<file path="src/rtl/bit_serializer.sv">
// bit_serializer: parallel-to-serial front end feeding the sequence detector.
// Words arrive over valid/ready and leave one bit per clock on serial_out. A
// one-word hold register lets consecutive words stream without an idle gap.
module bit_serializer #(
  parameter int unsigned WIDTH    = 8,
  parameter int unsigned CNT_W    = 16,
  parameter logic        IDLE_BIT = 1'b0
) (
  input  logic             clk,
  input  logic             reset_n,
  input  logic [WIDTH-1:0] word_in,
  input  logic             word_valid,
  input  logic             lsb_first,
  output logic             word_ready,
  output logic             serial_out,
  output logic             bit_valid,
  output logic             busy,
  output logic [CNT_W-1:0] words_sent
);

  localparam int unsigned BCNT_W = (WIDTH > 1) ? $clog2(WIDTH) : 1;
  localparam logic [BCNT_W-1:0] LAST_BIT = BCNT_W'(WIDTH - 1);

  typedef enum logic {
    ST_IDLE  = 1'b0,
    ST_SHIFT = 1'b1
  } state_e;

  state_e             state_q, state_d;
  logic [WIDTH-1:0]   shift_q, shift_d;
  logic               dir_q, dir_d;
  logic [BCNT_W-1:0]  bit_cnt_q, bit_cnt_d;
  logic [WIDTH-1:0]   hold_q, hold_d;
  logic               hold_dir_q, hold_dir_d;
  logic               hold_full_q, hold_full_d;
  logic               ready_q, ready_d;
  logic               serial_q, serial_d;
  logic               bit_valid_q, bit_valid_d;
  logic               busy_q, busy_d;
  logic [CNT_W-1:0]   words_q, words_d;

  logic               accept_c;
  logic               last_c;
  logic               load_en;
  logic [WIDTH-1:0]   load_w;
  logic               load_dir;

  // First bit of a word in the requested order.
  function automatic logic first_bit(input logic [WIDTH-1:0] w, input logic lsb);
    return lsb ? w[0] : w[WIDTH-1];
  endfunction

  // Drop the bit just emitted so the next one sits at the emitting end.
  function automatic logic [WIDTH-1:0] shift_once(input logic [WIDTH-1:0] w, input logic lsb);
    return lsb ? (w >> 1) : (w << 1);
  endfunction

  assign accept_c = word_valid && ready_q;
  assign last_c   = (bit_cnt_q == LAST_BIT);

  // State register.
  always_ff @(posedge clk or negedge reset_n) begin
    if (!reset_n) begin
      state_q <= ST_IDLE;
    end else begin
      state_q <= state_d;
    end
  end

  // Next state: leave SHIFT only when the final bit ends with nothing queued.
  always_comb begin
    state_d = state_q;
    case (state_q)
      ST_IDLE:  if (accept_c) state_d = ST_SHIFT;
      ST_SHIFT: if (last_c && !hold_full_q && !accept_c) state_d = ST_IDLE;
      default:  state_d = ST_IDLE;
    endcase
  end

  // Datapath next values: shifting, hold capture, reload on the final bit, counting.
  always_comb begin
    shift_d     = shift_q;
    dir_d       = dir_q;
    bit_cnt_d   = bit_cnt_q;
    hold_d      = hold_q;
    hold_dir_d  = hold_dir_q;
    hold_full_d = hold_full_q;
    serial_d    = serial_q;
    bit_valid_d = bit_valid_q;
    words_d     = words_q;
    load_en     = 1'b0;
    load_w      = word_in;
    load_dir    = lsb_first;

    case (state_q)
      ST_IDLE: begin
        serial_d    = IDLE_BIT;
        bit_valid_d = 1'b0;
        bit_cnt_d   = '0;
        load_en     = accept_c;
      end
      ST_SHIFT: begin
        if (last_c) begin
          words_d = words_q + CNT_W'(1);
          if (hold_full_q) begin
            load_en     = 1'b1;
            load_w      = hold_q;
            load_dir    = hold_dir_q;
            hold_full_d = 1'b0;
          end else if (accept_c) begin
            load_en = 1'b1;
          end else begin
            serial_d    = IDLE_BIT;
            bit_valid_d = 1'b0;
            bit_cnt_d   = '0;
          end
        end else begin
          bit_cnt_d = bit_cnt_q + BCNT_W'(1);
          serial_d  = first_bit(shift_q, dir_q);
          shift_d   = shift_once(shift_q, dir_q);
          if (accept_c && !hold_full_q) begin
            hold_d      = word_in;
            hold_dir_d  = lsb_first;
            hold_full_d = 1'b1;
          end
        end
      end
      default: begin
        serial_d    = IDLE_BIT;
        bit_valid_d = 1'b0;
      end
    endcase

    // A load puts the first bit on the line at the very next edge.
    if (load_en) begin
      shift_d     = shift_once(load_w, load_dir);
      dir_d       = load_dir;
      serial_d    = first_bit(load_w, load_dir);
      bit_valid_d = 1'b1;
      bit_cnt_d   = '0;
    end

    ready_d = !hold_full_d;
    busy_d  = (state_d == ST_SHIFT) || hold_full_d;
  end

  // Datapath and output registers; reset clears everything including the hold.
  always_ff @(posedge clk or negedge reset_n) begin
    if (!reset_n) begin
      shift_q     <= '0;
      dir_q       <= 1'b0;
      bit_cnt_q   <= '0;
      hold_q      <= '0;
      hold_dir_q  <= 1'b0;
      hold_full_q <= 1'b0;
      ready_q     <= 1'b0;
      serial_q    <= IDLE_BIT;
      bit_valid_q <= 1'b0;
      busy_q      <= 1'b0;
      words_q     <= '0;
    end else begin
      shift_q     <= shift_d;
      dir_q       <= dir_d;
      bit_cnt_q   <= bit_cnt_d;
      hold_q      <= hold_d;
      hold_dir_q  <= hold_dir_d;
      hold_full_q <= hold_full_d;
      ready_q     <= ready_d;
      serial_q    <= serial_d;
      bit_valid_q <= bit_valid_d;
      busy_q      <= busy_d;
      words_q     <= words_d;
    end
  end

  assign word_ready = ready_q;
  assign serial_out = serial_q;
  assign bit_valid  = bit_valid_q;
  assign busy       = busy_q;
  assign words_sent = words_q;

endmodule

</file>
<file path="config.mk">
export PLATFORM = sky130hd
export DESIGN_NAME = bit_serializer
export DESIGN_NICKNAME = d
export VERILOG_FILES = /design/src/rtl/bit_serializer.sv
export SDC_FILE = /design/constraint.sdc
export NUM_CORES = 1
export LEC_CHECK = 0
export CAP_MARGIN = 15
export CORE_MARGIN = 2
export CORE_UTILIZATION = 51
export CTS_BUF_LIST = sky130_fd_sc_hd__clkbuf_8
export CTS_CLUSTER_SIZE = 14
export DETAILED_ROUTE_END_ITERATION = 12
export PLACE_DENSITY = 0.79
export SLEW_MARGIN = 20
export SYNTH_ARGS = -nofsm -noshare
export SYNTH_HDL_FRONTEND = slang
export SYNTH_SLANG_ARGS = --single-unit
</file>
<file path="constraint.sdc">
create_clock -name clk -period 1.6 [get_ports clk]
set_input_delay 0.32 -clock clk [delete_from_list [all_inputs] [get_ports clk]]
set_output_delay 0.32 -clock clk [all_outputs]
set_load 0.005 [all_outputs]
</file>
==> summary.txt, run 1 <==
Status
  • Outcome: finished, violations left
  • Failing checks: negative setup slack

Yosys
  • Most numerous cell in the Yosys netlist: dfrtp_1
  • #FFs+latches synth: 43
  • Mapped Nets: 223
  • Post-synth EDFFs: 0
  • Distinct cells, synth: 38
  • Cell type with the largest total area after synthesis: dfrtp_1
  • Mapped Area: 2190 µm²
  • Share of the synthesized area in the top cell type: 0.491
  • Syn_area_per_cell: 10.6 µm²
  • Sequential-to-total area share from yosys stat: 0.491
  • Top post-synthesis cells by count: 43 x dfrtp_1, 14 x nor2b_1, 13 x nand2_1
  • Synth top area cells: dfrtp_1 49%, mux2_2 4.6%, a211oi_1 4.1%, nor2b_1 4.0%, xnor2_1 4.0%
  • Cells after Synth: 207
  • Prevailing post-synth register cell: dfrtp_1
  • Synth warnings: 0
  • Asr flop ratio synth: 1.00

Critical path
  • Worst path cell trace: ha_2 > buf_6 > ha_4 > nand2b_4 > nor3_4 > buf_12 > mux2_2
  • R2R Setup Slk: -0.17 ns
  • CP arrival: 1.95 ns
  • Crit path max fanout: 9
  • R2R depth: 7
  • CP Launch Type: flop
  • Setup Crit Path Kind: flop to flop
  • RR Endpoint: hold_q[4]
  • CP required: 1.79 ns
  • Critical-path top delay cell: dfrtp_1
  • CP max stage delay: 0.39 ns
  • CP Capture Type: flop
  • Reg2reg start: bit_cnt_q[0]

Drt
  • Initial DRC count: 85
  • Vias per Instance: 5.75
  • WL/cell: 17.8 µm
  • Post-route DRC: 0
  • First drt pass iteration count: 4
  • Total wire length: 5.87 mm
  • Vias post-DR: 1891
  • ANT nets after route: 0

Power
  • Comb pwr share: 0.499
  • Clock power share: 0.154
  • Peak VDD IR: 0.000967 V
  • Sequential share of power: 0.347
  • Sw Pwr: 0.00212 W
  • Pwr Density: 1690 nW/µm²
  • Int Pwr: 0.00362 W
  • Leakage: 1.52 nW
  • Switching share of power: 0.370

Timing
  • Setup TNS: -2.12 ns
  • Tcrit/Tclk final: 1.10
  • Rel. slew slack: 0.586
  • Final setup violation count: 21
  • Crit path time final: 1.77 ns
  • Unrepaired setup endpoints after global routing: yes
  • Final Hold Fails: 0
  • Max Fclk: 566 MHz
  • Slew @ Worst Pin: 0.621 ns
  • Clock Skew: 0.0124 ns
  • Final setup margin: -0.167 ns
  • Slew Limit Fails: 0

Die
  • DIE AREA: 4840 µm²
  • Die width: 69.5 µm
  • Height of the die: 69.5 µm
  • Starting Density: 0.540
  • Rows: 23
  • Core footprint: 4060 µm²
  • I/O Pins: 32

Hold path
  • Worst hold path class: flop to flop
  • Hold Startpoint: bit_cnt_q[0]
  • Hold endpoint: bit_cnt_q[0]
  • WHS Path Cells: 1

Clock network
  • Skew-Pair Late Insertion Delay: 0.30 ns
  • Total CTS buffers: 5
  • CTS tree: done
  • Worst-path clk slew: 0.08 ns
  • H-tree depth: 2
  • Clock Tree Buf Depth: 2
  • Clock sinks: 43
  • CTS root buf: clkbuf_8

Global route
  • First-pass GRT wire length: 8.56 mm
  • Via count of the first global-routing pass: 1767
  • Overall routing resource usage: 0.223
  • Initial antenna violation count: 0
  • Overflow after GRT: 0
  • Largest net degree at the start of global routing: 44

Layout
  • Fill cells: 216
  • Area Overhead vs Synth: 54.9%
  • # diodes: 0
  • Multi-input gate area: 1380 µm²
  • Nets@finish: 294
  • Reg area: 1080 µm²
  • Share of layout cells above drive strength 1: 0.427

Placed design
  • PortBufs: 31
  • RePlAce Congestion: 0.777
  • Setup slack at placement: -0.207 ns
  • Final HPWL DP: 3.38 mm

Flow run
  • Max_cap viols: 0
power groups by stage:
stage               logic (W)  registers [W]  clock network [W]
finish                0.00286        0.00199           0.000885
floorplan             0.00140        0.00174                  0
detailed placement    0.00206        0.00190                  0
global route          0.00306        0.00204           0.000939
CTS                   0.00244        0.00193           0.000884
global placement      0.00197        0.00188                  0
placed cells by master, fill, tap and decap left out, types with 3 or more instances in the layout:
cell,instances
nand2_1,10
xnor2_1,8
nor2b_1,13
buf_12,3
buf_6,13
dfrtp_2,6
nor2_1,3
mux2_4,3
nor3_4,3
xor2_1,5
buf_4,24
mux2_2,6
clkdlybuf4s50_1,28
a21oi_2,5
o21ai_1,6
a21oi_1,4
nor2_4,3
mux2i_1,8
clkbuf_8,6
nand3_1,4
and3_1,5
nand2b_4,3
dfrtp_1,37
o21ai_2,3
nand4_1,6
nor2_2,3
a211oi_2,9
a22o_1,6
area by class of cell:
class | count | share of cell area
timing repair buffer | 73 | 0.216
multi-input combinational | 152 | 0.408
tap | 50 | 0.0184
clock buffer | 6 | 0.0243
sequential | 43 | 0.319
clock inverter | 2 | 0.0103
inverter | 3 | 0.00332
critical path, delay by kind of cell (launching register included):
kind,cells,cell delay [ns]
adders and majority gates,2,0.37
buffers and inverters,2,0.28
DFF,1,0.39
muxes,1,0.33
and+or+nand+nor,2,0.29
metal layers:
metal	vias up	GRT usage	routed length, µm
li1	884	-	-
met1	938	0.273	2390
met2	56	0.399	3130
met3	13	0.0378	239
met4	0	0.0741	108
met5	-	0	0
cell families after synthesis:
kind of cell / after synthesis / synth area share
AOI/OAI and AO/OA: 45 / 0.135
xor gates and xnor gates: 15 / 0.0600
adders and majority gates: 4 / 0.0228
buffers and inverters: 13 / 0.0263
DFF: 43 / 0.491
muxes: 18 / 0.0880
and+or+nand+nor: 69 / 0.177
per-stage QoR:
stage                     instance area, µm²  power [W]  std cells  hold slack (ns)  utilization
after CTS                               3140    0.00526        319            0.464        0.774
final                                   3390    0.00574        329            0.459        0.836
after global placement                  2800    0.00385        304            0.311        0.691
after global routing                    3390    0.00604        329            0.471        0.836
after detailed placement                2800    0.00397        304            0.317        0.691
after floorplan                         2260    0.00314        207           0.0244            -
registers in the layout, summed over array words and instances (netlist names):
name / cells
serial_out: 1
words_sent: 16
hold_dir_q: 1
hold_q: 8
dir_q: 1
shift_q: 8
busy: 1
bit_cnt_q: 3
hold_full_q: 1
bit_valid: 1
state_q: 1
word_ready: 1
worst max-delay path by stage:
stage / depth (start not counted) / endpoint / from / slack [ns]
after detailed placement: 5 / shift_q[6] / word_valid / -0.21
after CTS: 7 / hold_dir_q / bit_cnt_q[0] / -0.17
final: 7 / hold_q[4] / bit_cnt_q[0] / -0.17
after global placement: 5 / hold_q[4] / word_valid / -0.17
after floorplan: 5 / hold_q[2] / bit_cnt_q[0] / -0.06
after global routing: 7 / hold_q[6] / bit_cnt_q[0] / -0.23
repair_timing:
| action | in CTS | in global routing |
|---|---|---|
| pin swaps | 25 | 14 |
| endpoints found under the setup margin | 27 | 39 |
| hold endpoints to repair | 34 | 0 |
| resized for setup | 40 | 44 |
| hold buffers | 1 | 0 |
| setup buffers | 4 | 9 |
| gates cloned | 2 | 1 |
Note: power is estimated with default switching activity, not from simulation.
==> inputs of run 2 (changes only) <==
Settings changed: CORE_ASPECT_RATIO set to 1.75.
==> summary.txt, run 2 (synthesis results as in run 1) <==
Status
  • Outcome: finished, violations left
  • Failing checks: negative setup slack

Die
  • Starting Density: 0.528 (-0.0120)
  • DIE AREA: 4860 µm² (+0.43%)
  • Core footprint: 4150 µm² (+2.3%)
  • Rows: 31 (+35%)
  • Die width: 53.5 µm (-23%)
  • I/O Pins: 32 (unchanged)
  • Height of the die: 90.7 µm (+30%)

Critical path
  • CP Launch Type: flop
  • R2R Setup Slk: -0.05 ns (+0.12 ns)
  • CP required: 1.77 ns (-0.02 ns)
  • Setup Crit Path Kind: flop to flop
  • CP Capture Type: flop
  • R2R depth: 6 (-1)
  • RR Endpoint: hold_dir_q
  • Reg2reg start: bit_cnt_q[0]
  • CP arrival: 1.83 ns (-0.12 ns)
  • Crit path max fanout: 9 (unchanged)

Timing
  • Unrepaired setup endpoints after global routing: yes
  • Final setup margin: -0.0511 ns (+0.116 ns)
  • Final Hold Fails: 0 (unchanged)
  • Clock Skew: 0.00793 ns (-0.00449 ns)
  • Tcrit/Tclk final: 1.03 (-0.0724)
  • Fin Hold WS: 0.484 ns (+0.0252 ns)
  • Max Fclk: 606 MHz (+7.0%)
  • Rel. slew slack: 0.701 (+0.115)
  • Crit path time final: 1.65 ns (-0.116 ns)
  • Slew Limit Fails: 0 (unchanged)
  • Slew @ Worst Pin: 0.449 ns (-0.172 ns)
  • Final setup violation count: 12 (-43%)
  • Setup TNS: -0.316 ns (+1.80 ns)

Global route
  • Via count of the first global-routing pass: 1815 (+2.7%)
  • First-pass GRT wire length: 8.03 mm (-6.2%)
  • Overall routing resource usage: 0.220 (-0.00292)
  • Largest net degree at the start of global routing: 44 (unchanged)
  • Overflow after GRT: 0 (unchanged)
  • Initial antenna violation count: 0 (unchanged)

Placed design
  • Placed instance count: 296 (-2.6%)
  • Final HPWL DP: 3.34 mm (-1.0%)
  • PortBufs: 31 (unchanged)
  • RePlAce Congestion: 0.786 (+1.1%)
  • Setup slack at placement: -0.198 ns (+0.00945 ns)

Power
  • Clock power share: 0.133 (-0.021)
  • Sw Pwr: 0.00188 W (-12%)
  • Comb pwr share: 0.472 (-0.027)
  • Int Pwr: 0.00314 W (-13%)
  • Leakage: 1.35 nW (-11%)
  • Switching share of power: 0.374 (+0.00474)
  • Peak VDD IR: 0.00132 V (+36%)
  • Sequential share of power: 0.396 (+0.049)
  • Pwr Density: 1600 nW/µm² (-5.6%)

Hold path
  • Hold endpoint: words_sent[15]
  • Worst hold path class: flop to flop
  • Hold Startpoint: words_sent[15]
  • WHS Path Cells: 1 (unchanged)

Drt
  • Vias post-DR: 1853 (-2.0%)
  • Vias per Instance: 5.83 (+1.4%)
  • Total wire length: 5.18 mm (-12%)
  • Post-route DRC: 0 (unchanged)
  • Initial DRC count: 68 (-20%)
  • ANT nets after route: 0 (unchanged)
  • First drt pass iteration count: 4 (unchanged)
  • WL/cell: 16.3 µm (-8.7%)

Layout
  • # diodes: 0 (unchanged)
  • Fill cells: 271 (+25%)
  • Final Util: 0.756 (-0.0802)
  • Max reg flops: 16 (unchanged)
  • Commonest non-fill, non-tap cells in the layout: 37 x dfrtp_1, 29 x clkdlybuf4s50_1, 21 x buf_4, 13 x nand2_1, 13 x nor2b_1
  • Share of layout cells above drive strength 1: 0.353 (-0.0734)
  • Most common cell after layout, fill and taps aside: dfrtp_1
  • Final cell count without fillers: 318 (-3.3%)
  • Area Overhead vs Synth: 43.2%
  • Nets@finish: 284 (-3.4%)

Clock network
  • Clock sinks: 43 (unchanged)
  • CTS root buf: clkbuf_8
  • Clock Tree Buf Depth: 2 (unchanged)
  • Skew-Pair Late Insertion Delay: 0.29 ns (about the same)
  • H-tree depth: 2 (unchanged)
  • CTS tree: done
  • Worst-path clk slew: 0.08 ns (about the same)
  • Total CTS buffers: 5 (unchanged)

Flow run
  • Max_cap viols: 0 (unchanged)
## run 2: cell types whose count changed in the layout (fill, tap and decap cells not counted), sizes merged
cell	delta
dlymetal6s2s	-1
and3	+1
buf	-10
clkbuf	-1
clkinvlp	+1
or2	-1
clkdlybuf4s50	+1
bufinv	-1
inv	+1
## run 2: metal layers
metal	GRT usage	part of all wire	wire length, µm	vias to the layer above
li1	-	-	-	860
met1	0.244	0.37	1910	922
met2	0.397	0.58	3020	58
met3	0.0414	0.029	149	13
met4	0.0748	0.020	104	0
met5	0	0	0	-
## run 2: what timing repair did
item	4_1_cts	5_1_grt
resized for setup	23	37
gates cloned	2	1
hold buffers	1	0
setup buffers	1	9
hold endpoints to repair	14	0
setup endpoints to repair	22	37
pin swaps	7	28
## run 2: per-stage QoR
stage	total power [W]	area (µm²)
after floorplan	0.00314	2260
after global placement	0.00373	2740
after detailed placement	0.00381	2740
after CTS	0.00466	2950
after global routing	0.00535	3140
final	0.00501	3140
## run 2: power groups by stage
stage | sequential [W] | clock [W] | combinational, W
detailed placement | 0.00191 | 0 | 0.00190
global placement | 0.00190 | 0 | 0.00183
global route | 0.00204 | 0.000736 | 0.00258
floorplan | 0.00174 | 0 | 0.00140
CTS | 0.00195 | 0.000679 | 0.00204
finish | 0.00198 | 0.000667 | 0.00236
## run 2: layout make-up
cell class                 instances  area [µm²]  share of cell area
clock buffer                       5        68.8              0.0219
multi-input combinational        152        1290               0.411
inverter                           3        11.3             0.00359
clock inverter                     3        16.3             0.00518
timing repair buffer              63         606               0.193
sequential                        43        1080               0.345
tap                               49        61.3              0.0195
## run 2: critical path, cell delays in order (launching register included)
cell	delay, ns
dfrtp_1	0.41
ha_4	0.19
ha_4	0.16
nand2b_4	0.15
nor3_4	0.15
buf_12	0.16
mux2_2	0.32
## run 2: worst max path at each step
stage,startpoint,end,slack (ns)
final,bit_cnt_q[0],hold_dir_q,-0.05
after global routing,bit_cnt_q[0],shift_q[5],-0.11
after detailed placement,bit_cnt_q[0],shift_q[2],-0.20
after global placement,word_valid,hold_q[4],-0.17
after floorplan,bit_cnt_q[0],hold_q[2],-0.06
after CTS,bit_cnt_q[0],hold_q[7],-0.06
==> inputs of run 3 (changes only) <==
Settings changed: CORE_UTILIZATION 51 to 53, PLACE_DENSITY 0.79 to 0.78.
Clock period 1.6 ns to 2.1 ns, I/O delays scaled along.
==> summary.txt, run 3 (synthesis results as in run 1) <==
Status
  • Outcome: completed

Layout
  • Nets@finish: 257 (-9.5%)
  • Share of layout cells above drive strength 1: 0.112 (-0.241)
  • Fill cells: 345 (+27%)
  • Max reg flops: 16 (unchanged)
  • # diodes: 0 (unchanged)
  • Most common cell after layout, fill and taps aside: dfrtp_1
  • Final cell count without fillers: 290 (-8.8%)
  • Commonest non-fill, non-tap cells in the layout: 43 x dfrtp_1, 30 x clkdlybuf4s50_1, 14 x nor2b_1, 13 x nand2_1, 12 x a211oi_1
  • Final Util: 0.659 (-0.0971)
  • Area Overhead vs Synth: 22.5%

Drt
  • Post-route DRC: 0 (unchanged)
  • First drt pass iteration count: 4 (unchanged)
  • ANT nets after route: 0 (unchanged)
  • Vias per Instance: 5.63 (-3.4%)
  • Initial DRC count: 19 (-72%)
  • WL/cell: 15.0 µm (-8.1%)
  • Total wire length: 4.34 mm (-16%)
  • Vias post-DR: 1632 (-12%)

Placed design
  • Final HPWL DP: 3.24 mm (-3.1%)
  • PortBufs: 31 (unchanged)
  • Placed instance count: 283 (-4.4%)
  • RePlAce Congestion: 0.792 (+0.83%)

Timing
  • Rel. slew slack: 0.645 (-0.0557)
  • Clock Skew: 0.00393 ns (-0.00400 ns)
  • Final Hold Fails: 0 (unchanged)
  • Slew Limit Fails: 0 (unchanged)
  • Crit path time final: 1.96 ns (+0.306 ns)
  • Setup TNS: 0 ns (+0.316 ns)
  • Max Fclk: 511 MHz (-16%)
  • Tcrit/Tclk final: 0.932 (-0.0999)
  • Final setup violation count: 0 (-12)
  • Unrepaired setup endpoints after global routing: no
  • Slew @ Worst Pin: 0.533 ns (+0.0835 ns)

Critical path
  • CP Launch Type: flop
  • Reg2reg start: bit_cnt_q[0]
  • CP max stage delay: 0.38 ns (-0.03 ns)
  • CP required: 2.28 ns (+0.51 ns)
  • CP most frequent cell: ha_1
  • Family with the most delay on the worst path: compound AO/OA/AOI/OAI gates
  • Crit path buf inv count: 0 (-1)
  • CP arrival: 2.14 ns (+0.31 ns)
  • CP Capture Type: flop
  • Setup Crit Path Kind: flop to flop
  • Worst path cell trace: ha_1 > ha_1 > nand3_1 > a211oi_1 > o21ai_1 > a22o_1
  • Crit path max fanout: 11 (+2)
  • Worst setup startpoint: bit_cnt_q[0]
  • Critical-path top delay cell: a211oi_1

Global route
  • Overall routing resource usage: 0.209 (-0.0114)
  • Initial antenna violation count: 0 (unchanged)
  • Largest net degree at the start of global routing: 23 (-48%)
  • Via count of the first global-routing pass: 1592 (-12%)
  • Overflow after GRT: 0 (unchanged)
  • First-pass GRT wire length: 7.23 mm (-10%)

Clock network
  • Total CTS buffers: 5 (unchanged)
  • H-tree depth: 2 (unchanged)
  • Post-CTS setup buffers: 0 (-1)
  • Hold buffers post-CTS: 0 (-1)
  • Worst-path clk slew: 0.08 ns (about the same)
  • Cells resized by post-CTS repair: 0 (-100%)
  • Skew-Pair Late Insertion Delay: 0.29 ns (about the same)
  • CTS root buf: clkbuf_8
  • Clock sinks: 43 (unchanged)
  • CTS tree: done
  • Clock Tree Buf Depth: 2 (unchanged)

Die
  • Starting Density: 0.538 (+0.0101)
  • Die width: 52.6 µm (-1.8%)
  • DIE AREA: 4680 µm² (-3.6%)
  • I/O Pins: 32 (unchanged)
  • Height of the die: 89.1 µm (-1.8%)
  • Rows: 31 (unchanged)
  • Core footprint: 4070 µm² (-1.9%)

Power
  • Pwr Density: 1240 nW/µm² (-22%)
  • Int Pwr: 0.00217 W (-31%)
  • Comb pwr share: 0.379 (-0.093)
  • Sw Pwr: 0.00116 W (-38%)
  • Leakage: 1.17 nW (-14%)
  • Clock power share: 0.183 (+0.050)
  • Sequential share of power: 0.438 (+0.042)
  • Final Total Pwr: 0.00333 W (-34%)
  • Switching share of power: 0.348 (-0.0264)
  • Peak VDD IR: 0.000858 V (-35%)

Hold path
  • Worst hold path class: input port to asynchronous set/reset pin

Flow run
  • Max_cap viols: 0 (unchanged)
## run 3: cell count changes in the layout (fill, tap and decap cells not counted), sizes merged
| cell | change |
|---|---|
| and3 | -1 |
| buf | -25 |
| bufinv | +1 |
| clkdlybuf4s50 | +1 |
| clkinv | -1 |
| clkinvlp | -1 |
| dlygate4sd3 | -1 |
| dlymetal6s2s | -1 |
## run 3: worst reg2reg max path, cell delays in order, from the launching register on
cell and delay (ns):
dfrtp_1 0.35, ha_1 0.18, ha_1 0.30, nand3_1 0.36, a211oi_1 0.38, o21ai_1 0.10
a22o_1 0.18
## run 3: layout make-up
class                   count  area (µm²)  area share
multi-input cells         151        1060       0.394
repair buffers             37         375       0.140
clock buffers               5        68.8      0.0256
inverters                   3        11.3     0.00420
clock inverters             2        33.8      0.0126
flip-flops and latches     43        1080       0.401
well taps                  49        61.3      0.0228
## run 3: worst paths after layout
| check | slack [ns] | end | cells after the start |
|---|---|---|---|
| setup / recovery | 0.14 | shift_q[3] | 6 |
| hold / removal | 0.10 | words_sent[5] | 1 |
| setup reg to reg | 0.14 | shift_q[3] | 6 |
| hold reg to reg | 0.44 | bit_cnt_q[0] | 1 |
| max in group asynchronous | 1.50 | hold_q[2] | 2 |
| min in group clk | 0.44 | bit_cnt_q[0] | 1 |
## run 3: metrics by stage
step	cell area [µm²]	hold WS, ns	setup slack, ns
6_report	2680	0.101	0.143
2_1_floorplan	2190	0.124	0.377
4_1_cts	2680	0.104	0.173
3_3_place_gp	2580	0.423	0.225
3_5_place_dp	2580	0.424	0.186
5_1_grt	2680	0.129	0.00507
## run 3: power by group through the flow
stage               logic [W]  registers, W  clock network (W)
floorplan             0.00101       0.00131                  0
global placement      0.00123       0.00146                  0
detailed placement    0.00126       0.00148                  0
CTS                   0.00127       0.00146           0.000632
global route          0.00139       0.00151           0.000655
finish                0.00126       0.00146           0.000609
## run 3: per-layer routing
metal / track usage / vias up / routed length [µm]
met1: 0.224 / 788 / 1780
met2: 0.386 / 30 / 2370
met4: 0.0839 / 0 / 85
met3: 0.0452 / 8 / 106
met5: 0 / - / 0
li1: - / 806 / -
